`config.mk`:
```
export PLATFORM = sky130hd
export DESIGN_NAME = alu_input_seq
export DESIGN_NICKNAME = d
export VERILOG_FILES = /design/src/rtl/alu_input_seq.sv
export SDC_FILE = /design/constraint.sdc
export NUM_CORES = 1
export LEC_CHECK = 0
export CELL_PAD_IN_SITES_DETAIL_PLACEMENT = 0
export CELL_PAD_IN_SITES_GLOBAL_PLACEMENT = 1
export CORE_MARGIN = 1.5
export CORE_UTILIZATION = 29
export CTS_BUF_LIST = sky130_fd_sc_hd__clkbuf_4 sky130_fd_sc_hd__clkbuf_8
export DETAILED_ROUTE_END_ITERATION = 12
export GPL_TIMING_DRIVEN = 0
export PLACE_DENSITY = 0.83
export SYNTH_ARGS = -nofsm -noshare
export SYNTH_HDL_FRONTEND = slang
export SYNTH_SLANG_ARGS = --single-unit
export TNS_END_PERCENT = 5
```
`constraint.sdc`:
```
create_clock -name CLK -period 2.95 [get_ports CLK]
set_clock_uncertainty 0.1 [all_clocks]
set_input_delay 0.7375 -clock CLK [delete_from_list [all_inputs] [get_ports CLK]]
set_output_delay 0.7375 -clock CLK [all_outputs]
set_load 0.01 [all_outputs]
```
`src/rtl/alu_input_seq.sv`:
```
// -----------------------------------------------------------------------------
// alu_input_seq
//
// Operand/opcode entry sequencer for a switch-driven ALU demo. A single
// push-button ("step") walks the FSM through LOAD_A -> LOAD_B -> LOAD_OP ->
// EXEC -> SHOW. Each press latches the switch value for the current state.
// EXEC captures the downstream ALU result/flags, and SHOW presents them.
//
// Ports
//   CLK          in   1   system clock, rising edge
//   RST          in   1   asynchronous active-high reset
//   step         in   1   raw push-button level (asynchronous, pressed = 1)
//   sw_data      in  17   operand switches: bit 16 = sign, bits 15:0 = value
//   sw_op        in   4   ALU opcode switches
//   alu_out      in  32   result from the downstream ALU
//   alu_flags    in   3   {overflow, negative, zero} from the downstream ALU
//   a_out        out 32   operand A (sign-extended sw_data)
//   b_out        out 32   operand B (sign-extended sw_data)
//   op_out       out  4   opcode
//   result       out 32   captured ALU result
//   flags        out  3   captured {overflow, negative, zero}
//   result_valid out  1   result/flags hold a completed operation
//   state_out    out  3   LOAD_A=0, LOAD_B=1, LOAD_OP=2, EXEC=3, SHOW=4
//
// Configuration
//   ALU_SEQ_DEBOUNCE_EN  when defined, the synchronized button must hold a new
//                        level for DB_CYCLES consecutive cycles before the
//                        debounced level follows it. When undefined, the
//                        debounced level is the synchronized level, and
//                        DB_CYCLES is ignored.
// -----------------------------------------------------------------------------
package alu_input_seq_pkg;
  typedef logic [3:0] aluop_t;

  typedef enum logic [2:0] {
    LOAD_A  = 3'd0,
    LOAD_B  = 3'd1,
    LOAD_OP = 3'd2,
    EXEC    = 3'd3,
    SHOW    = 3'd4
  } state_t;
endpackage

module alu_input_seq
  import alu_input_seq_pkg::*;
#(
  parameter int unsigned DB_CYCLES = 16
) (
  input  logic        CLK,
  input  logic        RST,
  input  logic        step,
  input  logic [16:0] sw_data,
  input  aluop_t      sw_op,
  input  logic [31:0] alu_out,
  input  logic [2:0]  alu_flags,
  output logic [31:0] a_out,
  output logic [31:0] b_out,
  output aluop_t      op_out,
  output logic [31:0] result,
  output logic [2:0]  flags,
  output logic        result_valid,
  output logic [2:0]  state_out
);

  // ---------------------------------------------------------------------------
  // Button synchronizer
  // ---------------------------------------------------------------------------
  logic r_sync1;
  logic r_sync2;

  // NOTE: state is written with non-blocking assignments so every flop samples
  // the pre-edge value of its neighbours; blocking here would collapse the
  // two synchronizer stages into one.
  always_ff @(posedge CLK or posedge RST) begin
    if (RST) begin
      r_sync1 <= 1'b0;
      r_sync2 <= 1'b0;
    end else begin
      r_sync1 <= step;
      r_sync2 <= r_sync1;
    end
  end

  // ---------------------------------------------------------------------------
  // Debounce (optional)
  // ---------------------------------------------------------------------------
  logic w_db;

`ifdef ALU_SEQ_DEBOUNCE_EN
  localparam int unsigned CntW = (DB_CYCLES > 1) ? $clog2(DB_CYCLES) : 1;

  logic [CntW-1:0] r_db_cnt;
  logic            r_db;

  // The count runs only while the synchronized level disagrees with the
  // debounced level. Any agreement resets the count, so only an unbroken
  // run of DB_CYCLES cycles moves the debounced level.
  always_ff @(posedge CLK or posedge RST) begin
    if (RST) begin
      r_db_cnt <= '0;
      r_db     <= 1'b0;
    end else if (r_sync2 != r_db) begin
      if (r_db_cnt == CntW'(DB_CYCLES - 1)) begin
        r_db     <= r_sync2;
        r_db_cnt <= '0;
      end else begin
        r_db_cnt <= r_db_cnt + 1'b1;
      end
    end else begin
      r_db_cnt <= '0;
    end
  end

  assign w_db = r_db;
`else
  assign w_db = r_sync2;
`endif

  // ---------------------------------------------------------------------------
  // Rising-edge pulse with release arming
  // ---------------------------------------------------------------------------
  // r_seen marks when r_sync2 first holds a real sample of the button after
  // reset. The edge detector is armed only after such a sample shows the
  // button released. A button held through reset release therefore gives no
  // pulse until it is let go and pressed again.
  logic [1:0] r_seen;
  logic       r_armed;
  logic       r_db_q;
  logic       r_step_p;

  always_ff @(posedge CLK or posedge RST) begin
    if (RST) begin
      r_seen   <= 2'b00;
      r_armed  <= 1'b0;
      r_db_q   <= 1'b0;
      r_step_p <= 1'b0;
    end else begin
      r_seen   <= {r_seen[0], 1'b1};
      r_armed  <= r_armed | (r_seen[1] & ~r_sync2);
      r_db_q   <= w_db;
      r_step_p <= w_db & ~r_db_q & r_armed;
    end
  end

  // ---------------------------------------------------------------------------
  // Sequencer FSM with registered outputs
  // ---------------------------------------------------------------------------
  state_t      r_state;
  logic [31:0] r_a;
  logic [31:0] r_b;
  aluop_t      r_op;
  logic [31:0] r_result;
  logic [2:0]  r_flags;
  logic        r_valid;

  logic [31:0] w_sx_data;
  assign w_sx_data = {{15{sw_data[16]}}, sw_data};

  always_ff @(posedge CLK or posedge RST) begin
    if (RST) begin
      r_state  <= LOAD_A;
      r_a      <= '0;
      r_b      <= '0;
      r_op     <= '0;
      r_result <= '0;
      r_flags  <= '0;
      r_valid  <= 1'b0;
    end else begin
      case (r_state)
        LOAD_A: begin
          if (r_step_p) begin
            r_a     <= w_sx_data;
            r_state <= LOAD_B;
          end
        end
        LOAD_B: begin
          if (r_step_p) begin
            r_b     <= w_sx_data;
            r_state <= LOAD_OP;
          end
        end
        LOAD_OP: begin
          if (r_step_p) begin
            r_op    <= sw_op;
            r_state <= EXEC;
          end
        end
        // The ALU sees the new op_out during EXEC, so its output is sampled
        // on the EXEC->SHOW edge.
        EXEC: begin
          r_result <= alu_out;
          r_flags  <= alu_flags;
          r_valid  <= 1'b1;
          r_state  <= SHOW;
        end
        SHOW: begin
          if (r_step_p) begin
            r_valid <= 1'b0;
            r_state <= LOAD_A;
          end
        end
        default: r_state <= LOAD_A;
      endcase
    end
  end

  assign a_out        = r_a;
  assign b_out        = r_b;
  assign op_out       = r_op;
  assign result       = r_result;
  assign flags        = r_flags;
  assign result_valid = r_valid;
  assign state_out    = r_state;

endmodule

```
## Word-level counts from Yosys, hierarchy flattened

Cells that the tools add are included.

- Reduce and logical (&&, ||, !) cells: 7
- Bitwise logic cells: 6
- Muxes and demuxes: 7
- Equality and inequality tests: 8

Operators with widths:

| operator | number |
|---|---|
| one-hot mux 3 bit (5 select lines) | 1 |
| 2-to-1 mux 3 bit | 4 |
| inequality test 2 bit, second input constant | 4 |
| AND reduction 2 bit | 4 |
| == test 3 x 2 -> 1 bit, second input constant | 2 |
| AND reduction 4 bit | 1 |
| bitwise AND 1 bit | 3 |
| == test 3 x 1 -> 1 bit, second input constant | 1 |
| == test 3 bit, second input constant | 1 |
| logical NOT 3 bit | 1 |
| inverter 1 bit | 2 |
| one-hot mux 1 bit (2 select lines) | 1 |
| nonzero test 2 bit | 1 |
| 2-to-1 mux 1 bit | 1 |
| OR 1 bit | 1 |

- Input bits: 59
- Output and inout bits: 107
- Register bits after elaboration: 84
- Logic and storage cells: 41

## Logic depth before layout (Yosys ltp)

Gate-level depths: netlist of the first run.

- Depth after elaboration: 3
- Depth in mapped cells: 5
- Depth with buffers taken out: 2

## Worst setup path after synthesis of the first run

No wires, ideal clock.

- Path type: register to register
- Start point: reg r_state[0] (netlist: state_out[0])
- End point: reg r_a[0] (netlist: a_out[0])
- Path buffers: 2
- Setup time: 125 ps
- Data arrival time: 1540 ps
- Slack: 1185 ps
- Period minus slack after synthesis: 1765 ps
- Stages on the path, launching flop included: 5
- Required time: 2725 ps
- Path through: dfrtp_1 buf_6 nor4b_4 buf_8 mux2_4

- Cells in the longest elaborated chain, start to end: 2

RTL lines:

| what | line | text |
|---|---|---|
| start: declaration | 148 | `state_t r_state;` |
| start signal: assignment | 161 | `r_state <= LOAD_A;` |
| start signal: assignment | 173 | `r_state <= LOAD_B;` |
| start signal: assignment | 179 | `r_state <= LOAD_OP;` |
| logical NOT 3 bit | 169 | `case (r_state)` |
| AND reduction 2 bit (no line) | -- |  |
| end signal: assignment | 172 | `r_a <= w_sx_data;` |
| end: declaration | 149 | `logic [31:0] r_a;` |

Every way passes these cells.
A chain may end at the register's enable or synchronous reset.

==> results of run 1 <==
==> cells by family (layout without fill, tap and decap cells) <==
logic type	Yosys count	after routing	synth area share [%]
compound gates	4	4	0.7301
simple gates	14	14	3.503
flops	84	84	61.31
mux	73	73	25.07
other cells	1	1	0.1094
buf+inv	42	224	9.270
==> worst min path at each step <==
stage | start | end | slack [ps] | depth (start not counted)
after floorplan | r_seen[0] | r_seen[1] | 230 | 0
final | r_seen[0] | r_seen[1] | 250 | 0
after global placement | r_seen[0] | r_seen[1] | 230 | 0
after global routing | r_seen[0] | r_seen[1] | 260 | 0
after detailed placement | r_seen[0] | r_seen[1] | 240 | 0
after CTS | r_seen[0] | r_seen[1] | 260 | 0
==> registers in the layout (all words and copies together), names as in the netlist <==
register and count:
result 32, a_out 17, b_out 17, op_out 4
flags 3, state_out 3, r_seen 2, r_armed 1
r_db_q 1, r_step_p 1, r_sync1 1, r_sync2 1
result_valid 1
==> placed cells by master, fill, tap and decap left out <==
cell / count
nand2b_1: 3
nand3b_1: 2
clkinv_2: 1
buf_6: 3
inv_1: 2
conb_1: 1
mux2_2: 63
or4b_2: 1
or3b_2: 1
buf_12: 2
nor2_1: 1
o211ai_1: 1
nand2_1: 2
clkdlybuf4s50_1: 165
nor4b_4: 1
buf_2: 1
dfrtp_1: 84
nor3b_1: 1
buf_8: 1
a21oi_1: 2
clkbuf_2: 1
a21o_1: 1
and4bb_2: 1
buf_4: 33
and4bb_1: 1
clkinv_4: 1
clkbuf_8: 10
bufinv_16: 2
clkbuf_4: 1
clkinvlp_4: 1
mux2_4: 10
==> routing by layer <==
layer	GRT usage [%]	part of all wire, %
met5	0	0
met4	4.051	1.2
met3	6.750	12
met2	19.27	46
met1	15.12	41
==> critical path: cells and delay by family, from the launching register on <==
kind / cells / cell delay (ps)
buf+inv: 2 / 710
flops: 1 / 620
==> stage by stage <==
step                utilization (%)  worst slack, ps  instance area [um^2]  cells  hold slack, ps
global placement              45.89            230.9                  5263    526           232.1
detailed placement            46.24            779.1                  5303    528           236.5
CTS                           48.15            371.1                  5522    543           255.6
finish                        48.15            429.8                  5522    543           254.6
floorplan                         -             1147                  3432    218           231.2
global route                  48.15            297.4                  5522    543           260.6
==> layout make-up <==
type | count | area share [%]
multi-input combinational | 92 | 18.26
buffer | 39 | 5.552
clock buffer | 11 | 2.629
tap | 143 | 3.240
sequential | 84 | 38.07
timing repair buffer | 167 | 30.64
clock inverter | 4 | 1.337
inverter | 3 | 0.2719
==> report_power, final <==
group / total [mW] / switching, mW / internal (mW)
clock network: 0.906 / 0.401 / 0.506
logic: 3.06 / 0.992 / 2.07
registers: 2.01 / 0.326 / 1.68
==> metrics.txt, run 1 <==
Avg Cell Area, Syn 15.73 um^2; total power 5.971 mW; IO Port Bufs 165; ys async rst share 100.0%; setup bufs post-CTS 0; first-pass GRT wire length 12,490 um; post-route clock period utilization 85.43%; Max Slew Vio Count 0; ant diodes 0; RSZ-0062 raised after global routing false; cts hold-fix bufs 0; worst setup path startpoint a_out[16]; hpwl dp 5564 um; multi-input logic area 1008 um^2; Die Y 111.7 um; Post-synth top cells dfrtp_1, mux2_2, buf_4; latest clock arrival within the worst-skew pair 340 ps; routed vias 2,287; syn nets 277; register area 2102 um^2; min-delay worst type flip-flop to flip-flop; initial antenna violation count 0; CORE AREA 11,470 um^2; GRT Overall Usage 12.55%; VDD IR max 0.0005013 V; layout cell share with drive strength beyond 1 33.50%; share of the synthesized area in the top cell type 61.31%; Arrival @ worst endpoint 1680 ps; worst reg-to-reg path cell count 3; max cap viols 0; # rows 39; outcome finished clean; power density over the cells 1081 nW/um^2; flop2flop setup slack 1000 ps; # nets final 455; TritonCTS clock tree built; DR WL/cell 13.77 um; Crit Path Max Fanout 17; Synth area leaders dfrtp_1, mux2_2, buf_4; CP Data Required Time 2110 ps; WS Path Type flip-flop to primary output; Clock transition at path regs 80 ps; Worst-Margin Slew 668.4 ps; crit path capture type primary output; Cells after Synth 218; R2R Path End a_out[6]; Die W 111.7 um; Yosys cell types 23; Setup crit start kind flip-flop; vias in the first global route 2,416; largest net degree at the start of global routing 42; Layout fillers 1,068; Post-synth EDFFs 0; CTS H-tree lvls 3; R2R Path Start state_out[2]; CTS resizes 0; crit path time final 2520 ps; DR iter-0 viols 30; drt drc 0; Max Fclk 396.8 MHz; Synth Flop Type dfrtp_1; grt total ovfl 0; full die area 12,480 um^2; CP max-delay cell dfrtp_1; Slew headroom 55.25%; TritonCTS Buffers 9; YS warnings 0; Critical Path Sink a_out[29]; Synth Cell Area 3428 um^2; most common cell in the synthesized netlist dfrtp_1; Sink Count 84; Total Wirelength 7477 um; CP Cell Sequence buf_4, clkdlybuf4s50_1; DR vias/cell 4.212; layout overhead on the synthesized area 61.06%; DRT antenna net count 0; Setup TNS Final 0 ps; area leader, netlist dfrtp_1; Clock Path Buffers 2; routability cong. 0.6986; post-synthesis sequential area ratio 61.31%; Finish-stage setup viols 0; Final Hold Viols 0; max incr delay on CP 620 ps; io pins 166; First-pass DRT Iterations 4; root cell of the clock tree clkbuf_8; FF+latch count, synth 84; P_leak 2.356 nW; Starting Density 29.90%
(Power assumes the default switching activity.)
==> run 2, diff against run 1 <==
--- a/config.mk
+++ b/config.mk
@@ -7,6 +7,7 @@
 export LEC_CHECK = 0
 export CELL_PAD_IN_SITES_DETAIL_PLACEMENT = 0
 export CELL_PAD_IN_SITES_GLOBAL_PLACEMENT = 1
+export CORE_ASPECT_RATIO = 0.9
 export CORE_MARGIN = 1.5
 export CORE_UTILIZATION = 29
 export CTS_BUF_LIST = sky130_fd_sc_hd__clkbuf_4 sky130_fd_sc_hd__clkbuf_8
==> metrics.txt, run 2 (same netlist as run 1, synthesis figures left out) <==
CP Data Required Time 2110 ps (about the same); crit path time final 2539 ps (was 2520 ps); TritonCTS Buffers 9 (unchanged); Setup crit start kind flip-flop (unchanged); post-route clock period utilization 86.08% (was 85.43%); Arrival @ worst endpoint 1700 ps (was 1680 ps); cts hold-fix bufs 0 (unchanged); Sink Count 84 (unchanged); Clock Path Buffers 2 (unchanged); GRT Overall Usage 12.72% (was 12.55%); # nets final 455 (unchanged); grt total ovfl 0 (unchanged); Pint 4.260 mW (was 4.252 mW); setup bufs post-CTS 0 (unchanged); Slew headroom 51.73% (was 55.25%); outcome finished clean (unchanged); register area 2102 um^2 (unchanged); max FFs per register 32 (unchanged); hpwl dp 5766 um (was 5564 um); Clock transition at path regs 80 ps (about the same); sequential fraction of design power 33.5% (was 33.6%); root cell of the clock tree clkbuf_8 (unchanged); Switch Pwr 1.752 mW (was 1.719 mW); CTS resizes 0 (unchanged); layout overhead on the synthesized area 61.82% (was 61.06%); IO Port Bufs 165 (unchanged); Total Wirelength 7710 um (was 7477 um); Starting Density 29.86% (was 29.90%); total power 6.012 mW (was 5.971 mW); Max Slew Vio Count 0 (unchanged); first-pass GRT wire length 12,600 um (was 12,490 um); full die area 12,480 um^2 (about the same); Finish-stage setup viols 0 (unchanged); min-delay worst type flip-flop to flip-flop (unchanged); Die W 117.6 um (was 111.7 um); io pins 166 (unchanged); Clk pwr share 15.4% (was 15.2%); power density over the cells 1084 nW/um^2 (was 1081 nW/um^2); drt drc 0 (unchanged); Crit Path Max Fanout 17 (unchanged); Die Y 106.1 um (was 111.7 um); VDD IR max 0.0004405 V (was 0.0005013 V); # rows 37 (was 39); Switching Fraction 29.15% (was 28.79%); routability cong. 0.6775 (was 0.6986); Layout fillers 1,073 (was 1,068); DR WL/cell 13.84 um (was 13.77 um); TritonCTS clock tree built (unchanged); layout cell share with drive strength beyond 1 33.67% (was 33.50%); Comb power frac 51.1% (was 51.2%); WS Path Type flip-flop to primary output (unchanged); DRT antenna net count 0 (unchanged); ant diodes 0 (unchanged); worst hold slack 251.3 ps (was 254.6 ps); largest net degree at the start of global routing 37 (was 42); DR iter-0 viols 71 (was 30); CTS H-tree lvls 3 (unchanged); RSZ-0062 raised after global routing false (unchanged); P_leak 2.353 nW (was 2.356 nW); crit path capture type primary output (unchanged); DR vias/cell 4.154 (was 4.212); most frequent cells in the layout clkdlybuf4s50_1, dfrtp_1, mux2_2 (unchanged); Setup TNS Final 0 ps (unchanged); Max Fclk 393.8 MHz (was 396.8 MHz); First-pass DRT Iterations 3 (was 4); Final Hold Viols 0 (unchanged); vias in the first global route 2,454 (was 2,416); latest clock arrival within the worst-skew pair 350 ps (was 340 ps); commonest non-fill, non-tap cell in the layout clkdlybuf4s50_1 (unchanged); max cap viols 0 (unchanged); initial antenna violation count 0 (unchanged); CORE AREA 11,480 um^2 (was 11,470 um^2); Worst-Margin Slew 721.1 ps (was 668.4 ps); multi-input logic area 1008 um^2 (unchanged); routed vias 2,314 (was 2,287)
run 2: area by class of cell:
cell class	count	area share (%)
flip-flops and latches	84	37.89
repair buffers	167	30.49
multi-input cells	92	18.18
plain buffers	39	5.525
well taps	156	3.518
clock buffers	11	2.616
clock inverters	5	1.511
inverters	3	0.2706
run 2: worst paths after layout:
| kind | start | end | slack [ps] | depth (start not counted) |
|---|---|---|---|---|
| worst max-delay path | a_out[16] | a_out[27] | 410 | 2 |
| worst min-delay path | r_sync1 | r_sync2 | 250 | 0 |
| worst max register to register | state_out[1] | a_out[9] | 960 | 4 |
| worst min register to register | r_sync1 | r_sync2 | 250 | 0 |
| max in group asynchronous | RST | a_out[16] | 1590 | 3 |
| min in group asynchronous | RST | result[20] | 640 | 2 |
run 2: through the flow:
stage,util (%),worst slack [ps],instances,instance area (um^2)
final,48.32,410.6,557,5548
after global routing,48.32,273.7,557,5548
after CTS,48.32,362.5,557,5548
after detailed placement,46.33,767.6,541,5319
after global placement,45.98,196.3,539,5279
after floorplan,-,1147,218,3432
run 2: power by group through the flow:
stage,sequential (mW),combinational [mW],clock [mW]
2_1_floorplan,2.25,1.14,0
3_3_place_gp,2.01,3.05,0
3_5_place_dp,2.04,3.11,0
4_1_cts,2.03,3.12,0.969
5_1_grt,2.10,3.26,1.01
6_report,2.02,3.07,0.926
run 2: routing by layer:
| layer | wire length [um] | vias to the layer above | global-route usage (%) |
|---|---|---|---|
| met5 | 0 | - | 0 |
| met1 | 3225 | 1121 | 14.45 |
| met3 | 730 | 10 | 5.633 |
| met2 | 3657 | 115 | 21.51 |
| li1 | - | 1068 | - |
| met4 | 97 | 0 | 4.181 |
run 2: worst max-delay path: stages (launching register included):
cell and delay, ps:
dfrtp_1 630, buf_4 190, clkdlybuf4s50_1 540
